### config.mk
export PLATFORM = sky130hd
export DESIGN_NAME = imem_cache_flat
export DESIGN_NICKNAME = d
export VERILOG_FILES = /design/src/rtl/imem_cache_if.sv /design/src/rtl/imem_cache.sv /design/src/flat_wrapper.sv
export SDC_FILE = /design/constraint.sdc
export NUM_CORES = 2
export LEC_CHECK = 0
export BUFFER_PORTS_ARGS = -buffer_cell sky130_fd_sc_hd__buf_2
export CAP_MARGIN = 30
export CORE_MARGIN = 2
export CORE_UTILIZATION = 59
export CTS_BUF_LIST = sky130_fd_sc_hd__clkbuf_2
export CTS_CLUSTER_DIAMETER = 120
export DETAILED_ROUTE_END_ITERATION = 10
export PLACE_DENSITY = 0.78
export SETUP_SLACK_MARGIN = 0.15
export SYNTH_ARGS = -nofsm -noshare
export SYNTH_HDL_FRONTEND = slang
export SYNTH_SLANG_ARGS = --single-unit
### constraint.sdc
create_clock -name clk -period 4.62 [get_ports clk]
set_clock_uncertainty 0.2 [all_clocks]
set_input_delay 0.924 -clock clk [delete_from_list [all_inputs] [get_ports clk]]
set_output_delay 0.924 -clock clk [all_outputs]
set_load 0.005 [all_outputs]
### src/rtl/imem_cache_if.sv
// Bundle of the fetch-side (PCF/InstrF) and main-memory-side signals of imem_cache.
interface imem_cache_if;
    logic [31:0] pc;
    logic        flush;
    logic [31:0] instr;
    logic        stall;
    logic        mem_req;
    logic [31:0] mem_addr;
    logic [31:0] mem_rdata;
    logic        mem_valid;

    // Memory handshake: while mem_req=1 the cache holds mem_addr stable; a word is
    // accepted on each rising edge with mem_valid=1. mem_valid is ignored while mem_req=0.
    modport slave (
        input  pc, flush, mem_rdata, mem_valid,
        output instr, stall, mem_req, mem_addr
    );

    modport master (
        output pc, flush, mem_rdata, mem_valid,
        input  instr, stall, mem_req, mem_addr
    );
endinterface

### src/rtl/imem_cache.sv
// Direct-mapped read-only instruction cache with whole-line refill over a req/valid handshake.
// Optional hit/miss counters are enabled with the ICACHE_STATS_EN macro.
module imem_cache #(
    parameter int LINES = 16,
    parameter int WORDS = 4
) (
    input  logic              clk,
    input  logic              reset,
    imem_cache_if.slave       bus,
    output logic              state_dbg_o
`ifdef ICACHE_STATS_EN
    ,
    output logic [31:0]       hit_count,
    output logic [31:0]       miss_count
`endif
);

    localparam int OB  = $clog2(WORDS);
    localparam int IB  = $clog2(LINES);
    localparam int OBW = (OB > 0) ? OB : 1;
    localparam int TGW = 30 - OB - IB;

    typedef enum logic {
        IDLE   = 1'b0,
        REFILL = 1'b1
    } state_t;

    state_t state_q, state_d;

    logic [LINES-1:0] valid_q;
    logic [TGW-1:0]   tag_q  [LINES];
    logic [31:0]      data_q [LINES][WORDS];
    logic [31:0]      base_q;
    logic [OBW-1:0]   k_q;
    logic             flush_pend_q;

    logic [31:0]    word_addr;
    logic [OBW-1:0] lk_off;
    logic [IB-1:0]  lk_idx;
    logic [TGW-1:0] lk_tag;
    logic [IB-1:0]  ref_idx;
    logic [TGW-1:0] ref_tag;
    logic [31:0]    line_base;
    logic           hit;
    logic           last_word;
    logic           fill_done;

    // Address split of the live fetch address and of the latched refill base.
    assign word_addr = {2'b00, bus.pc[31:2]};
    assign lk_off    = OBW'(word_addr & 32'(WORDS - 1));
    assign lk_idx    = IB'((word_addr >> OB) & 32'(LINES - 1));
    assign lk_tag    = TGW'(bus.pc >> (2 + OB + IB));
    assign ref_idx   = IB'((base_q >> (2 + OB)) & 32'(LINES - 1));
    assign ref_tag   = TGW'(base_q >> (2 + OB + IB));
    assign line_base = bus.pc & ~32'((WORDS * 4) - 1);

    assign hit       = valid_q[lk_idx] && (tag_q[lk_idx] == lk_tag);
    assign last_word = (k_q == OBW'(WORDS - 1));
    assign fill_done = (state_q == REFILL) && bus.mem_valid && last_word;

    assign state_dbg_o = state_q;

    always_ff @(posedge clk or negedge reset) begin
        if (!reset) begin
            state_q <= IDLE;
        end else begin
            state_q <= state_d;
        end
    end

    always_comb begin
        state_d = state_q;
        case (state_q)
            IDLE:    if (!hit) state_d = REFILL;
            REFILL:  if (bus.mem_valid && last_word) state_d = IDLE;
            default: state_d = IDLE;
        endcase
    end

    always_comb begin
        bus.stall    = 1'b1;
        bus.instr    = 32'h0;
        bus.mem_req  = 1'b0;
        bus.mem_addr = 32'h0;
        case (state_q)
            IDLE: begin
                if (hit) begin
                    bus.stall = 1'b0;
                    bus.instr = data_q[lk_idx][lk_off];
                end
            end
            REFILL: begin
                bus.mem_req  = 1'b1;
                bus.mem_addr = base_q | (32'(k_q) << 2);
            end
            default: ;
        endcase
    end

    // A flush seen at any point of a refill keeps the filled line invalid at completion.
    always_ff @(posedge clk or negedge reset) begin
        if (!reset) begin
            base_q       <= '0;
            k_q          <= '0;
            valid_q      <= '0;
            flush_pend_q <= 1'b0;
        end else begin
            if (state_q == IDLE) begin
                flush_pend_q <= 1'b0;
                if (!hit) begin
                    base_q <= line_base;
                    k_q    <= '0;
                end
            end else begin
                if (bus.flush) flush_pend_q <= 1'b1;
                if (bus.mem_valid) k_q <= k_q + OBW'(1);
            end
            if (bus.flush) valid_q <= '0;
            if (fill_done) valid_q[ref_idx] <= !(bus.flush || flush_pend_q);
        end
    end

    // Tag and data arrays are storage only; validity is governed by valid_q.
    always_ff @(posedge clk) begin
        if ((state_q == REFILL) && bus.mem_valid) begin
            data_q[ref_idx][k_q] <= bus.mem_rdata;
        end
        if (fill_done) begin
            tag_q[ref_idx] <= ref_tag;
        end
    end

`ifdef ICACHE_STATS_EN
    logic [31:0] hit_cnt_q;
    logic [31:0] miss_cnt_q;

    always_ff @(posedge clk or negedge reset) begin
        if (!reset) begin
            hit_cnt_q  <= '0;
            miss_cnt_q <= '0;
        end else if (state_q == IDLE) begin
            if (hit && (hit_cnt_q != 32'hFFFF_FFFF)) hit_cnt_q <= hit_cnt_q + 32'd1;
            if (!hit && (miss_cnt_q != 32'hFFFF_FFFF)) miss_cnt_q <= miss_cnt_q + 32'd1;
        end
    end

    assign hit_count  = hit_cnt_q;
    assign miss_count = miss_cnt_q;
`endif

endmodule

### src/flat_wrapper.sv
// flat-port wrapper written by rule: the top's interface ports become plain ports
module imem_cache_flat 
#(
    parameter int LINES = 16,
    parameter int WORDS = 4
)
  (clk, reset, state_dbg_o, bus_pc, bus_flush, bus_mem_rdata, bus_mem_valid, bus_instr, bus_stall, bus_mem_req, bus_mem_addr);
  imem_cache_if bus_i ();
  input  logic clk;
  input  logic reset;
  output logic state_dbg_o;
  input wire logic [$bits(bus_i.pc)-1:0] bus_pc;
  input wire logic [$bits(bus_i.flush)-1:0] bus_flush;
  input wire logic [$bits(bus_i.mem_rdata)-1:0] bus_mem_rdata;
  input wire logic [$bits(bus_i.mem_valid)-1:0] bus_mem_valid;
  output wire logic [$bits(bus_i.instr)-1:0] bus_instr;
  output wire logic [$bits(bus_i.stall)-1:0] bus_stall;
  output wire logic [$bits(bus_i.mem_req)-1:0] bus_mem_req;
  output wire logic [$bits(bus_i.mem_addr)-1:0] bus_mem_addr;
  assign bus_i.pc = bus_pc;
  assign bus_i.flush = bus_flush;
  assign bus_i.mem_rdata = bus_mem_rdata;
  assign bus_i.mem_valid = bus_mem_valid;
  assign bus_instr = bus_i.instr;
  assign bus_stall = bus_i.stall;
  assign bus_mem_req = bus_i.mem_req;
  assign bus_mem_addr = bus_i.mem_addr;
  imem_cache #(.LINES(LINES), .WORDS(WORDS)) u_core (.clk(clk), .reset(reset), .bus(bus_i), .state_dbg_o(state_dbg_o));
endmodule
==> reports/metrics.yaml <==
global_routing:
  grt_max_degree: 84
  antenna_found_initial: 21
  grt_pass1_vias: 49500
  grtUsageTotal: 0.295
  grt-ovfl-total: 0
  grt_pass1_wl_um: 339000
critical_path:
  worst-setup-path-type: "reg -> out"
  arrival_ns: 4.99
  required_ns: 3.50
  r2r_end: "u_core.base_q[20]"
  worst-r2r-setup-slack_ns: 0.68
  critPathCaptureType: "output port"
  crit_buf_inv: 3
  critPathMaxStageDelay_ns: 0.47
  crit_slowest_cell: "mux4_2"
  path_delay_family: "simple AND/OR/NAND/NOR gates"
  path_cells: "mux4_2, mux2i_1, mux2_2, nor3_2, nand4_1, nor4_4, nand4b_1, buf_12, buf_12, nor2b_4, buf_2"
  rr_worst_depth: 11
  path_common_cell: "buf_12"
  start_kind: "register"
  r2r_start: "u_core.tag_q[11][14]"
  critPathMaxFanout: 8
hold_path:
  min_delay_worst_endpoint: "u_core.data_q[10][16]"
  worstHoldStart: "bus_mem_rdata[16]"
  min-delay-path-class: "in -> reg"
  hold_depth: 2
synthesis:
  syn_area_um2: 95300
  avgSynthCellArea_um2: 24.5
  yosysUniqueCellTypes: 50
  ys_seq_area_frac: 0.779
  netlist_instances: 3889
  ys_ff_latch: 2480
  synth-edff-count: 2432
  synth_warnings: 0
  async_flop_share: 0.0194
  ys.flop_type: "edfxtp_1"
status:
  violations: "setup timing"
  status: "finished with violations"
power:
  power_density_nw_per_um2: 417
  p_sw_mw: 11.9
  power.internal_mw: 33.5
  switching_share: 0.262
  p_clk_frac: 0.309
  ir_worst_vdd_mv: 0.372
  p_seq_frac: 0.590
  power_leakage_nw: 35.8
  pwr-share-comb: 0.102
clock_network:
  cts_inserted_buffers: 597
  clock_sinks: 2480
  cts_max_level: 6
  path_clk_slew_ns: 0.11
  clk_path_buf_depth: 4
  cts_tree: "yes"
  cts_root_buf: "clkbuf_2"
  clock_latency_ns: 1.86
timing:
  worstMarginPinSlew_ns: 1.28
  hold_violations: 0
  fin_crit_ns: 6.11
  setup_violations: 33
  fin_hold_ws_ns: 0.0886
  max_slew_margin: 0.146
  rsz0062_at_grt: "yes"
  period_share: 1.32
  fin_ws_ns: -1.49
  drv_slew: 0
  fmax_mhz: 164
place:
  io_buffers: 130
  dp_hpwl_um: 137000
  place_congestion: 0.811
run:
  maxCapViolCount: 0
die:
  core-area_um2: 160000
  row_count: 147
  fp.dieW_um: 406
  fp.dieH_um: 406
  die-area_um2: 165000
  ios: 135
  initial_core_util: 0.594
route:
  vias: 48600
  drt-initial-drc-count: 7514
  wl_per_cell_um: 32.9
  via_per_inst: 6.54
  ant_nets: 0
  first_pass_iters: 6
  drc: 0
  finalWirelength_um: 245000
final_layout:
  mostFrequentLayoutCell: "edfxtp_1"
  nets: 4934
  fill_cells: 9582
  fin_util: 0.679
  mostFrequentLayoutCells: "edfxtp_1 (2432), clkbuf_2 (839), mux4_2 (748)"
  area_delta_synth_final_pct: 14.3
  drive_above_1_share: 0.425
[stage by stage]
step | area [um2] | power (mW) | TNS, ns | instances | setup slack [ns]
after floorplan | 96000 | 29.3 | -49.62 | 3890 | -0.113
after global routing | 109000 | 47.0 | -55.06 | 7435 | -1.72
after detailed placement | 102000 | 31.5 | -21.67 | 6274 | -0.719
after CTS | 108000 | 45.3 | -53.29 | 7374 | -1.64
final | 109000 | 45.4 | -47.20 | 7436 | -1.49
after global placement | 102000 | 31.3 | -20.13 | 6267 | -0.681
[final cells by class]
| class | instances | area, um2 | share of cell area |
|---|---|---|---|
| Tap cell | 2160 | 2700 | 0.0248 |
| Antenna cell | 14 | 35.0 | 0.000322 |
| Clock buffer | 839 | 4200 | 0.0386 |
| Clock inverter | 160 | 951 | 0.00873 |
| Multi-Input combinational cell | 1197 | 20800 | 0.191 |
| Sequential cell | 2480 | 74200 | 0.682 |
| Timing Repair Buffer | 582 | 5980 | 0.0549 |
| Inverter | 4 | 15.0 | 0.000138 |
[worst reg2reg max path, stage by stage, from the launching register on]
cell           delay (ns)
edfxtp_1             0.39
mux4_2               0.47
mux2i_1              0.17
mux2_2               0.37
nor3_2               0.14
nand4_1              0.21
nor4_4               0.38
buf_4                0.18
a31oi_4              0.11
buf_12               0.20
mux2_4               0.33
dlygate4sd3_1        0.57
[Yosys cell counts (2+ instances only)]
master	number	area (um2)
a221oi_1	8	70.1
nand4_1	4	25.0
o21ai_0	2	10.0
o2bb2ai_1	2	17.5
o21a_1	2	15.0
nand2b_1	6	37.5
mux2_1	3	33.8
mux2_4	18	270
edfxtp_1	2432	73000
nand3_1	17	85.1
inv_1	4	15.0
mux4_2	748	16800
nor2_1	91	342
a211oi_1	17	128
a21oi_1	4	20.0
a22o_1	5	43.8
dfrtp_1	48	1200
o2111ai_1	2	17.5
ha_1	4	50.1
o21ai_1	2	10.0
buf_1	37	139
buf_6	5	56.3
o22ai_1	4	25.0
clkbuf_1	72	270
nand2_1	32	120
mux2i_1	58	581
a31oi_1	4	25.0
and2_1	34	213
o31ai_1	2	15.0
mux2_2	18	203
xor2_1	12	105
buf_2	78	390
xnor2_1	14	123
a22oi_1	19	143
nor4_2	2	25.0
buf_4	17	128
nor3_1	3	15.0
nor2b_1	47	294
[worst max path at each step]
stage | startpoint | end | slack, ns | cells after the start
after floorplan | bus_mem_valid | u_core.valid_q[11] | -0.11 | 5
after global placement | bus_pc[5] | bus_instr[16] | -0.68 | 13
after detailed placement | bus_pc[5] | bus_instr[17] | -0.72 | 13
after CTS | u_core.tag_q[9][15] | bus_instr[6] | -1.64 | 13
after global routing | u_core.tag_q[11][14] | bus_instr[5] | -1.72 | 11
final | u_core.tag_q[11][14] | bus_instr[5] | -1.49 | 11
[routing by layer]
layer	share of wire	up-vias	track usage
met5	0.00082	-	0.00446
met4	0.037	16	0.117
met3	0.13	615	0.0922
met2	0.49	3885	0.462
met1	0.34	25000	0.392
li1	-	19100	-
[power groups by stage]
| stage | Sequential, mW | Clock [mW] | Combinational (mW) |
|---|---|---|---|
| 2_1_floorplan | 27.0 | 0 | 2.29 |
| 3_3_place_gp | 27.2 | 0 | 4.10 |
| 3_5_place_dp | 27.3 | 0 | 4.21 |
| 4_1_cts | 26.8 | 14.1 | 4.47 |
| 5_1_grt | 26.9 | 15.3 | 4.80 |
| 6_report | 26.8 | 14.0 | 4.62 |
[flip-flops by register name, summed over array words and instances, names as in the netlist]
register             flops
u_core.k_q               2
u_core.base_q           28
u_core.data_q         2048
u_core.tag_q           384
u_core.state_dbg_o       1
u_core.flush_pend_q      1
u_core.valid_q          16
[timing repair]
item,CTS,global route
cloned,0,1
endpoints found under the setup margin,35,33
buffers inserted,2,1
endpoints found under the hold margin,2574,554
resized for setup,16,13
pin swaps,4,5
hold buffers,99,22
[cell families (layout without fill, tap and decap cells)]
family                     count (synthesis)  after routing  share of synthesized area
muxes                                    845            845                      0.188
DFF                                     2480           2480                      0.779
xor gates and xnor gates                  26             26                    0.00239
AOI/OAI and AO/OA                         81             81                    0.00661
and+or+nand+nor                          239            239                     0.0125
other                                      1             16                  0.0000394
buffers and inverters                    213           1585                     0.0105
adders and majority gates                  4              4                   0.000525
(Power assumes the default switching activity.)
